## src/rtl/rd_id_ex_reg_if.sv

```systemverilog
// ID/EX stage bus: decode-side fields, later-stage forwarding sources and the
// registered ALU/MEM-facing outputs. The master side drives the *_i fields.
interface rd_id_ex_reg_if #(
  parameter int XLEN  = 64,
  parameter int RADDR = 5
);
  logic             valid_i;
  logic [XLEN-1:0]  rs1_data_i, rs2_data_i, imm_i;
  logic [RADDR-1:0] rs1_addr_i, rs2_addr_i, rd_addr_i;
  logic [3:0]       instruction_i;
  logic [1:0]       ALUop_i;
  logic             ALUSrc_i, RegWrite_i, MemRead_i, MemWrite_i, MemtoReg_i;
  logic             stall_i, flush_i;
  logic [RADDR-1:0] exmem_rd_i, memwb_rd_i;
  logic             exmem_regwrite_i, memwb_regwrite_i;
  logic [XLEN-1:0]  exmem_result_i, memwb_result_i;

  logic [XLEN-1:0]  A_o, B_o, store_data_o;
  logic [3:0]       instruction_o;
  logic [1:0]       ALUop_o;
  logic [RADDR-1:0] rd_o;
  logic             RegWrite_o, MemRead_o, MemWrite_o, MemtoReg_o, valid_o;
  logic             load_use_o;

  modport master (
    output valid_i, rs1_data_i, rs2_data_i, imm_i, rs1_addr_i, rs2_addr_i, rd_addr_i,
           instruction_i, ALUop_i, ALUSrc_i, RegWrite_i, MemRead_i, MemWrite_i,
           MemtoReg_i, stall_i, flush_i, exmem_rd_i, memwb_rd_i, exmem_regwrite_i,
           memwb_regwrite_i, exmem_result_i, memwb_result_i,
    input  A_o, B_o, store_data_o, instruction_o, ALUop_o, rd_o, RegWrite_o,
           MemRead_o, MemWrite_o, MemtoReg_o, valid_o, load_use_o
  );

  modport slave (
    input  valid_i, rs1_data_i, rs2_data_i, imm_i, rs1_addr_i, rs2_addr_i, rd_addr_i,
           instruction_i, ALUop_i, ALUSrc_i, RegWrite_i, MemRead_i, MemWrite_i,
           MemtoReg_i, stall_i, flush_i, exmem_rd_i, memwb_rd_i, exmem_regwrite_i,
           memwb_regwrite_i, exmem_result_i, memwb_result_i,
    output A_o, B_o, store_data_o, instruction_o, ALUop_o, rd_o, RegWrite_o,
           MemRead_o, MemWrite_o, MemtoReg_o, valid_o, load_use_o
  );
endinterface

```

## src/rtl/rd_id_ex_reg.sv

```systemverilog
// ID/EX pipeline register with load-use detection and EX/MEM, MEM/WB operand
// forwarding. Forwarding muxes exist only when RD_FWD_EN is defined.
module rd_id_ex_reg #(
  parameter int XLEN  = 64,
  parameter int RADDR = 5
) (
  input logic          clk_i,
  input logic          rst_i,
  rd_id_ex_reg_if.slave bus
);
  logic             load_use, bubble, load_en;
  logic             valid_reg, regwrite_reg, memread_reg, memwrite_reg, memtoreg_reg;
  logic             alusrc_reg;
  logic [1:0]       aluop_reg;
  logic [3:0]       instr_reg;
  logic [RADDR-1:0] rd_reg;
  logic [XLEN-1:0]  imm_reg;

  assign load_use = bus.valid_i & valid_reg & memread_reg & (rd_reg != '0) &
                    ((rd_reg == bus.rs1_addr_i) | (rd_reg == bus.rs2_addr_i));
  // Flush beats stall; a load-use bubble only goes in when the stage may advance.
  assign bubble  = bus.flush_i | (~bus.stall_i & load_use);
  assign load_en = ~bus.flush_i & ~bus.stall_i & ~load_use;

  always_ff @(posedge clk_i) begin
    if (rst_i) begin
      valid_reg    <= 1'b0;
      regwrite_reg <= 1'b0;
      memread_reg  <= 1'b0;
      memwrite_reg <= 1'b0;
      memtoreg_reg <= 1'b0;
      aluop_reg    <= 2'b00;
      alusrc_reg   <= 1'b0;
      instr_reg    <= 4'h0;
      rd_reg       <= '0;
      imm_reg      <= '0;
    end else if (bubble) begin
      valid_reg    <= 1'b0;
      regwrite_reg <= 1'b0;
      memread_reg  <= 1'b0;
      memwrite_reg <= 1'b0;
      memtoreg_reg <= 1'b0;
      aluop_reg    <= 2'b00;
    end else if (load_en) begin
      valid_reg    <= bus.valid_i;
      regwrite_reg <= bus.valid_i & bus.RegWrite_i;
      memread_reg  <= bus.valid_i & bus.MemRead_i;
      memwrite_reg <= bus.valid_i & bus.MemWrite_i;
      memtoreg_reg <= bus.valid_i & bus.MemtoReg_i;
      aluop_reg    <= bus.valid_i ? bus.ALUop_i : 2'b00;
      alusrc_reg   <= bus.ALUSrc_i;
      instr_reg    <= bus.instruction_i;
      rd_reg       <= bus.rd_addr_i;
      imm_reg      <= bus.imm_i;
    end
  end

  // One operand slice per source register: gi = 0 is rs1, gi = 1 is rs2.
  genvar gi;
  generate
    for (gi = 0; gi < 2; gi++) begin : g_src
      logic [XLEN-1:0] data_reg;
      logic [XLEN-1:0] fwd_val;

      always_ff @(posedge clk_i) begin
        if (rst_i)
          data_reg <= '0;
        else if (load_en)
          data_reg <= (gi == 0) ? bus.rs1_data_i : bus.rs2_data_i;
      end

`ifdef RD_FWD_EN
      logic [RADDR-1:0] addr_reg;

      always_ff @(posedge clk_i) begin
        if (rst_i)
          addr_reg <= '0;
        else if (load_en)
          addr_reg <= (gi == 0) ? bus.rs1_addr_i : bus.rs2_addr_i;
      end

      // EX/MEM holds the younger result, so it wins over MEM/WB; x0 never forwards.
      always_comb begin
        fwd_val = data_reg;
        if (bus.exmem_regwrite_i && (bus.exmem_rd_i != '0) && (bus.exmem_rd_i == addr_reg))
          fwd_val = bus.exmem_result_i;
        else if (bus.memwb_regwrite_i && (bus.memwb_rd_i != '0) && (bus.memwb_rd_i == addr_reg))
          fwd_val = bus.memwb_result_i;
      end
`else
      assign fwd_val = data_reg;
`endif
    end
  endgenerate

  assign bus.A_o           = g_src[0].fwd_val;
  assign bus.store_data_o  = g_src[1].fwd_val;
  assign bus.B_o           = alusrc_reg ? imm_reg : g_src[1].fwd_val;
  assign bus.instruction_o = instr_reg;
  assign bus.ALUop_o       = aluop_reg;
  assign bus.rd_o          = rd_reg;
  assign bus.RegWrite_o    = regwrite_reg;
  assign bus.MemRead_o     = memread_reg;
  assign bus.MemWrite_o    = memwrite_reg;
  assign bus.MemtoReg_o    = memtoreg_reg;
  assign bus.valid_o       = valid_reg;
  assign bus.load_use_o    = load_use;
endmodule

```

## src/flat_wrapper.sv

```systemverilog
// flat-port wrapper written by rule: the top's interface ports become plain ports
module rd_id_ex_reg_flat 
#(
  parameter int XLEN  = 64,
  parameter int RADDR = 5
)
  (clk_i, rst_i, bus_valid_i, bus_rs1_data_i, bus_rs2_data_i, bus_imm_i, bus_rs1_addr_i, bus_rs2_addr_i, bus_rd_addr_i, bus_instruction_i, bus_ALUop_i, bus_ALUSrc_i, bus_RegWrite_i, bus_MemRead_i, bus_MemWrite_i, bus_MemtoReg_i, bus_stall_i, bus_flush_i, bus_exmem_rd_i, bus_memwb_rd_i, bus_exmem_regwrite_i, bus_memwb_regwrite_i, bus_exmem_result_i, bus_memwb_result_i, bus_A_o, bus_B_o, bus_store_data_o, bus_instruction_o, bus_ALUop_o, bus_rd_o, bus_RegWrite_o, bus_MemRead_o, bus_MemWrite_o, bus_MemtoReg_o, bus_valid_o, bus_load_use_o);
  rd_id_ex_reg_if #(.XLEN(XLEN), .RADDR(RADDR)) bus_i ();
  input logic clk_i;
  input logic rst_i;
  input wire logic [$bits(bus_i.valid_i)-1:0] bus_valid_i;
  input wire logic [$bits(bus_i.rs1_data_i)-1:0] bus_rs1_data_i;
  input wire logic [$bits(bus_i.rs2_data_i)-1:0] bus_rs2_data_i;
  input wire logic [$bits(bus_i.imm_i)-1:0] bus_imm_i;
  input wire logic [$bits(bus_i.rs1_addr_i)-1:0] bus_rs1_addr_i;
  input wire logic [$bits(bus_i.rs2_addr_i)-1:0] bus_rs2_addr_i;
  input wire logic [$bits(bus_i.rd_addr_i)-1:0] bus_rd_addr_i;
  input wire logic [$bits(bus_i.instruction_i)-1:0] bus_instruction_i;
  input wire logic [$bits(bus_i.ALUop_i)-1:0] bus_ALUop_i;
  input wire logic [$bits(bus_i.ALUSrc_i)-1:0] bus_ALUSrc_i;
  input wire logic [$bits(bus_i.RegWrite_i)-1:0] bus_RegWrite_i;
  input wire logic [$bits(bus_i.MemRead_i)-1:0] bus_MemRead_i;
  input wire logic [$bits(bus_i.MemWrite_i)-1:0] bus_MemWrite_i;
  input wire logic [$bits(bus_i.MemtoReg_i)-1:0] bus_MemtoReg_i;
  input wire logic [$bits(bus_i.stall_i)-1:0] bus_stall_i;
  input wire logic [$bits(bus_i.flush_i)-1:0] bus_flush_i;
  input wire logic [$bits(bus_i.exmem_rd_i)-1:0] bus_exmem_rd_i;
  input wire logic [$bits(bus_i.memwb_rd_i)-1:0] bus_memwb_rd_i;
  input wire logic [$bits(bus_i.exmem_regwrite_i)-1:0] bus_exmem_regwrite_i;
  input wire logic [$bits(bus_i.memwb_regwrite_i)-1:0] bus_memwb_regwrite_i;
  input wire logic [$bits(bus_i.exmem_result_i)-1:0] bus_exmem_result_i;
  input wire logic [$bits(bus_i.memwb_result_i)-1:0] bus_memwb_result_i;
  output wire logic [$bits(bus_i.A_o)-1:0] bus_A_o;
  output wire logic [$bits(bus_i.B_o)-1:0] bus_B_o;
  output wire logic [$bits(bus_i.store_data_o)-1:0] bus_store_data_o;
  output wire logic [$bits(bus_i.instruction_o)-1:0] bus_instruction_o;
  output wire logic [$bits(bus_i.ALUop_o)-1:0] bus_ALUop_o;
  output wire logic [$bits(bus_i.rd_o)-1:0] bus_rd_o;
  output wire logic [$bits(bus_i.RegWrite_o)-1:0] bus_RegWrite_o;
  output wire logic [$bits(bus_i.MemRead_o)-1:0] bus_MemRead_o;
  output wire logic [$bits(bus_i.MemWrite_o)-1:0] bus_MemWrite_o;
  output wire logic [$bits(bus_i.MemtoReg_o)-1:0] bus_MemtoReg_o;
  output wire logic [$bits(bus_i.valid_o)-1:0] bus_valid_o;
  output wire logic [$bits(bus_i.load_use_o)-1:0] bus_load_use_o;
  assign bus_i.valid_i = bus_valid_i;
  assign bus_i.rs1_data_i = bus_rs1_data_i;
  assign bus_i.rs2_data_i = bus_rs2_data_i;
  assign bus_i.imm_i = bus_imm_i;
  assign bus_i.rs1_addr_i = bus_rs1_addr_i;
  assign bus_i.rs2_addr_i = bus_rs2_addr_i;
  assign bus_i.rd_addr_i = bus_rd_addr_i;
  assign bus_i.instruction_i = bus_instruction_i;
  assign bus_i.ALUop_i = bus_ALUop_i;
  assign bus_i.ALUSrc_i = bus_ALUSrc_i;
  assign bus_i.RegWrite_i = bus_RegWrite_i;
  assign bus_i.MemRead_i = bus_MemRead_i;
  assign bus_i.MemWrite_i = bus_MemWrite_i;
  assign bus_i.MemtoReg_i = bus_MemtoReg_i;
  assign bus_i.stall_i = bus_stall_i;
  assign bus_i.flush_i = bus_flush_i;
  assign bus_i.exmem_rd_i = bus_exmem_rd_i;
  assign bus_i.memwb_rd_i = bus_memwb_rd_i;
  assign bus_i.exmem_regwrite_i = bus_exmem_regwrite_i;
  assign bus_i.memwb_regwrite_i = bus_memwb_regwrite_i;
  assign bus_i.exmem_result_i = bus_exmem_result_i;
  assign bus_i.memwb_result_i = bus_memwb_result_i;
  assign bus_A_o = bus_i.A_o;
  assign bus_B_o = bus_i.B_o;
  assign bus_store_data_o = bus_i.store_data_o;
  assign bus_instruction_o = bus_i.instruction_o;
  assign bus_ALUop_o = bus_i.ALUop_o;
  assign bus_rd_o = bus_i.rd_o;
  assign bus_RegWrite_o = bus_i.RegWrite_o;
  assign bus_MemRead_o = bus_i.MemRead_o;
  assign bus_MemWrite_o = bus_i.MemWrite_o;
  assign bus_MemtoReg_o = bus_i.MemtoReg_o;
  assign bus_valid_o = bus_i.valid_o;
  assign bus_load_use_o = bus_i.load_use_o;
  rd_id_ex_reg #(.XLEN(XLEN), .RADDR(RADDR)) u_core (.clk_i(clk_i), .rst_i(rst_i), .bus(bus_i));
endmodule
```

## config.mk

```make
export PLATFORM = sky130hd
export DESIGN_NAME = rd_id_ex_reg_flat
export DESIGN_NICKNAME = d
export VERILOG_FILES = /design/src/rtl/rd_id_ex_reg_if.sv /design/src/rtl/rd_id_ex_reg.sv /design/src/flat_wrapper.sv
export SDC_FILE = /design/constraint.sdc
export NUM_CORES = 1
export LEC_CHECK = 0
export CORE_AREA = 2 2 219 221
export DETAILED_ROUTE_END_ITERATION = 8
export DIE_AREA = 0 0 221 223
export GPL_TIMING_DRIVEN = 0
export SLEW_MARGIN = 20
export SYNTH_ARGS = -nofsm -noshare
export SYNTH_HDL_FRONTEND = slang
export SYNTH_SLANG_ARGS = --single-unit
```

## constraint.sdc

```tcl
create_clock -name clk_i -period 2.2 [get_ports clk_i]
set_input_delay 0.33 -clock clk_i [delete_from_list [all_inputs] [get_ports clk_i]]
set_output_delay 0.33 -clock clk_i [all_outputs]
set_load 0.01 [all_outputs]
```

; Yosys cells after proc, flatten, opt, wreduce, memory -nomap -nowiden
; Cells that the tools add are included.
[op_classes]
bitwise = 17
mux = 2
reduce_logical = 3
n_eq_ne = 2
[op_table]
columns = operator, count
row1 = 64-bit 2-to-1 mux, 1
row2 = 1-bit bitwise AND, 11
row3 = 5-bit == test, 2
row4 = 5-bit nonzero test, 1
row5 = 1-bit NOT, 4
row6 = 2-bit 2-to-1 mux, 1
row7 = 1-bit OR, 2
row8 = 2-bit AND reduction, 1
row9 = 2-bit OR reduction, 1
[word_totals]
register_bits = 209
in_bits = 363
out_inout_bits = 209

; Longest topological paths before layout
[logic_depth]
ltp_word = 8
mapped_depth = 8

; Worst setup path before layout
; Ideal clock, no wire load.
[synth_timing]
path_type = register -> output
from = register u_core.rd_reg[4], in the netlist u_core.bus.rd_o[4]
to = output port bus_load_use_o
stages_incl_launch_ff = 6
arrival_ns = 1.706
path_slack_ns = 0.164
path_buffers = 2
path_cell_list = dfxtp_1 > or4_4 > o2111a_2 > buf_6 > clkbuf_1 > and2_1
[synth_between]
elab_chain_cells = 3
word_cells_on_any_way = 6
cone_classes = eq/ne (2) / bitwise (3) / reduce/logical (1)
[synth_lines]
columns = element, line
row1 = start: declaration, rd_id_ex_reg.sv:16  ; logic [RADDR-1:0] rd_reg;
row2 = start signal: assignment, rd_id_ex_reg.sv:53  ; rd_reg <= bus.rd_addr_i;
row3 = 5-bit == test or 5-bit nonzero test (tied branches), "rd_id_ex_reg.sv:20, rd_id_ex_reg.sv:19"
row4 = 1-bit OR or 1-bit bitwise AND (tied branches), "rd_id_ex_reg.sv:20, rd_id_ex_reg.sv:19"
row5 = 1-bit bitwise AND (*), rd_id_ex_reg.sv:19  ; assign load_use = bus.valid_i & valid_reg & memread_reg & (rd_reg != '0) &
row6 = end: declaration, flat_wrapper.sv:44  ; output wire logic [$bits(bus_i.load_use_o)-1:0] bus_load_use_o;
; Mark *: on every way between the ends. The rest lies on a longest branch, timed or not.

; Final worst setup path
; Same ends and word-level chain as after synthesis.

==> impl_metrics.ini <==
[outcome]
run_status = complete, but fails checks
violations = setup timing

[routing]
first_pass_iters = 5
drt_iter0_drc = 1067
wl_mm = 61.0
via_count = 14500
wl_per_cell_um = 23.3
drcViolationCount = 0
final_antenna_net_count = 0
vias_per_cell = 5.55

[timing]
drv_slew = 0
setup_tns_ps = -22330
rsz0062_at_grt = true
fin_worst_skew_ps = 11.4
fin_crit_ps = 2630
slew_headroom = 0.220
finalHoldViolCount = 0
final.period_utilization = 1.19
worst_slew_pin_slew_ps = 1170
finalSetupViolations = 234
timing.fmax_mhz = 381
fin_ws_ps = -426

[critical_path]
path_class = register to output pin
worstPathArrival_ps = 2300
slowest_stage = or4_4
rrSetupSlack_ps = -180
cpPeakStageDelay_ps = 540
critical_path_required_ps = 1870
path_cells = or4_4, o2111a_2, buf_12, clkbuf_16, and2_4, buf_6
worstSetupEndpointType = output pin
cp-start-kind = register
crit_fanout = 6

[die]
io_pins = 572
num_rows = 80
start_util = 0.281
core_area_um2 = 47100
die_area_um2 = 49300
fp.dieW_um = 221
dieHeight_um = 223

[pwr]
p_per_area_nw_per_um2 = 596
p_leak_nw = 8.12
p_total_mw = 11.7
ir_drop_v = 0.000442

[logic_synthesis]
yosys_warnings = 0
syn-num-nets = 1863
async_reset_ff_frac = 0
syn-cell-area_um2 = 13300
synth_edf_count = 0
syn_avg_cell_area_um2 = 8.84
synth_cells = 1500
synth_seq_area_share = 0.316
synthFlopType = dfxtp_1
synth.distinct_cells = 26
ys_seq_elements = 209

[placement]
gp_congestion = 0.840
dp_hpwl_mm = 44.1
port_buffers = 430

[grt]
antenna_found_initial = 12
first_global_vias = 14400
gr-total-overflow = 0
grt_max_degree = 13
track_usage = 0.233
grt_pass1_wl_mm = 90.5

[layout]
fill_cells = 4737
multi_input_area_um2 = 8330
drive_gt1_frac = 0.122
fin_util = 0.417
fin_nets = 2342
seq_area_um2 = 4200
syn_to_final_growth_pct = 48.4

[clock_network]
clk_latency_ps = 540
cts_buffer_depth = 3
cts.sinks = 209
cts_made_buffers = 27
path_clk_slew_ps = 60
cts_root_buffer = clkbuf_16
ctsHoldBuffers = 0
cts_tree = done
htreeDepth = 1

[min_path]
hp-class = input pin to register

[run]
drv_cap = 0
==> layout by cell type (no fill, tap or decap), drive strengths merged <==
cell type / Yosys / final
o2111ai: 1 / 1
clkbuf: 139 / 172
nor3b: 203 / 203
nand2: 204 / 204
and3: 202 / 202
a32oi: 202 / 202
clkdlybuf4s50: 0 / 367
a21o: 1 / 1
nand3: 2 / 2
or2: 1 / 1
and2: 1 / 1
a2111oi: 1 / 1
o2111a: 1 / 1
o22ai: 1 / 1
diode: 0 / 6
dlygate4sd2: 0 / 21
xnor2: 10 / 10
mux2i: 202 / 202
clkinv: 1 / 6
mux2: 64 / 64
buf: 47 / 97
inv: 1 / 1
clkinvlp: 0 / 1
clkdlybuf4s15: 0 / 20
dfxtp: 209 / 209
a22o: 6 / 6
or4: 1 / 1
==> worst paths after layout <==
kind / startpoint / endpoint / depth (start not counted)
max: u_core.bus.rd_o[4] / bus_load_use_o / 6
min: bus_RegWrite_i / u_core.bus.RegWrite_o / 2
max reg2reg: u_core.bus.rd_o[4] / u_core.imm_reg[2] / 9
min reg2reg: u_core.bus.MemtoReg_o / u_core.bus.MemtoReg_o / 1
==> per-layer routing <==
layer	wire, um	vias to the layer above	GRT usage	share of wire
li1	-	6689	-	-
met1	28200	7112	0.322	0.46
met2	27000	636	0.366	0.44
met3	4270	89	0.0507	0.070
met4	1440	8	0.0634	0.024
met5	57	-	0	0.00093
==> kinds of logic (layout without fill, tap and decap cells) <==
group / count (synthesis) / in the layout / share of synthesized area
AO/OA/AOI/OAI: 213 / 213 / 0.142
flip-flops: 209 / 209 / 0.316
AND/OR/NAND/NOR: 614 / 614 / 0.271
multiplexers: 266 / 266 / 0.207
XOR/XNOR: 10 / 10 / 0.00661
other: 0 / 6 / 0
buffers and inverters: 188 / 685 / 0.0581
==> cells in the mapped netlist (2+ instances only) <==
cell type / n / area share
a22o_1: 6 / 0.0040
mux2_2: 64 / 0.054
buf_6: 2 / 0.0017
nor3b_1: 203 / 0.11
dfxtp_1: 209 / 0.32
nand2_1: 204 / 0.058
a32oi_1: 202 / 0.13
buf_2: 37 / 0.014
clkbuf_1: 139 / 0.039
buf_1: 7 / 0.0020
xnor2_1: 10 / 0.0066
and3_1: 201 / 0.095
mux2i_1: 202 / 0.15
nand3_1: 2 / 0.00075
==> through the flow <==
step | area, um^2 | setup slack [ps] | hold slack (ps) | instances
2_1_floorplan | 13300 | 164 | 463 | 1500
3_3_place_gp | 18300 | -1230 | 459 | 2545
3_5_place_dp | 18300 | -1350 | 457 | 2545
4_1_cts | 19600 | -477 | 356 | 2610
5_1_grt | 19700 | -468 | 383 | 2616
6_report | 19700 | -426 | 384 | 2618
==> final cells by class <==
cell class | instances | share of cell area
Multi-Input combinational cell | 1103 | 0.423
Timing Repair Buffer | 450 | 0.226
Sequential cell | 209 | 0.213
Buffer | 186 | 0.0534
Clock buffer | 41 | 0.0416
Tap cell | 615 | 0.0391
Clock inverter | 6 | 0.00165
Antenna cell | 6 | 0.000763
Inverter | 2 | 0.000445
==> where the power goes <==
| group | switching, mW | internal (mW) | total [mW] |
|---|---|---|---|
| sequential | 0.338 | 4.13 | 4.47 |
| clock | 1.81 | 2.54 | 4.35 |
| combinational | 1.36 | 1.54 | 2.91 |
| total | 3.51 | 8.21 | 11.7 |
==> critical path, delay by kind of cell, from the launching register on <==
family / cells / cell delay [ps]
flip-flops: 1 / 370
AO/OA/AOI/OAI: 1 / 310
AND/OR/NAND/NOR: 2 / 690
buffers and inverters: 3 / 380
==> timing repair <==
item | 4_1_cts | 5_1_grt
gates cloned | 1 | 1
setup endpoints to repair | 273 | 247
pin swaps | 2 | 5
gates resized for setup | 271 | 39
setup buffers | 17 | 1
Power figures use the tool's default switching activity.
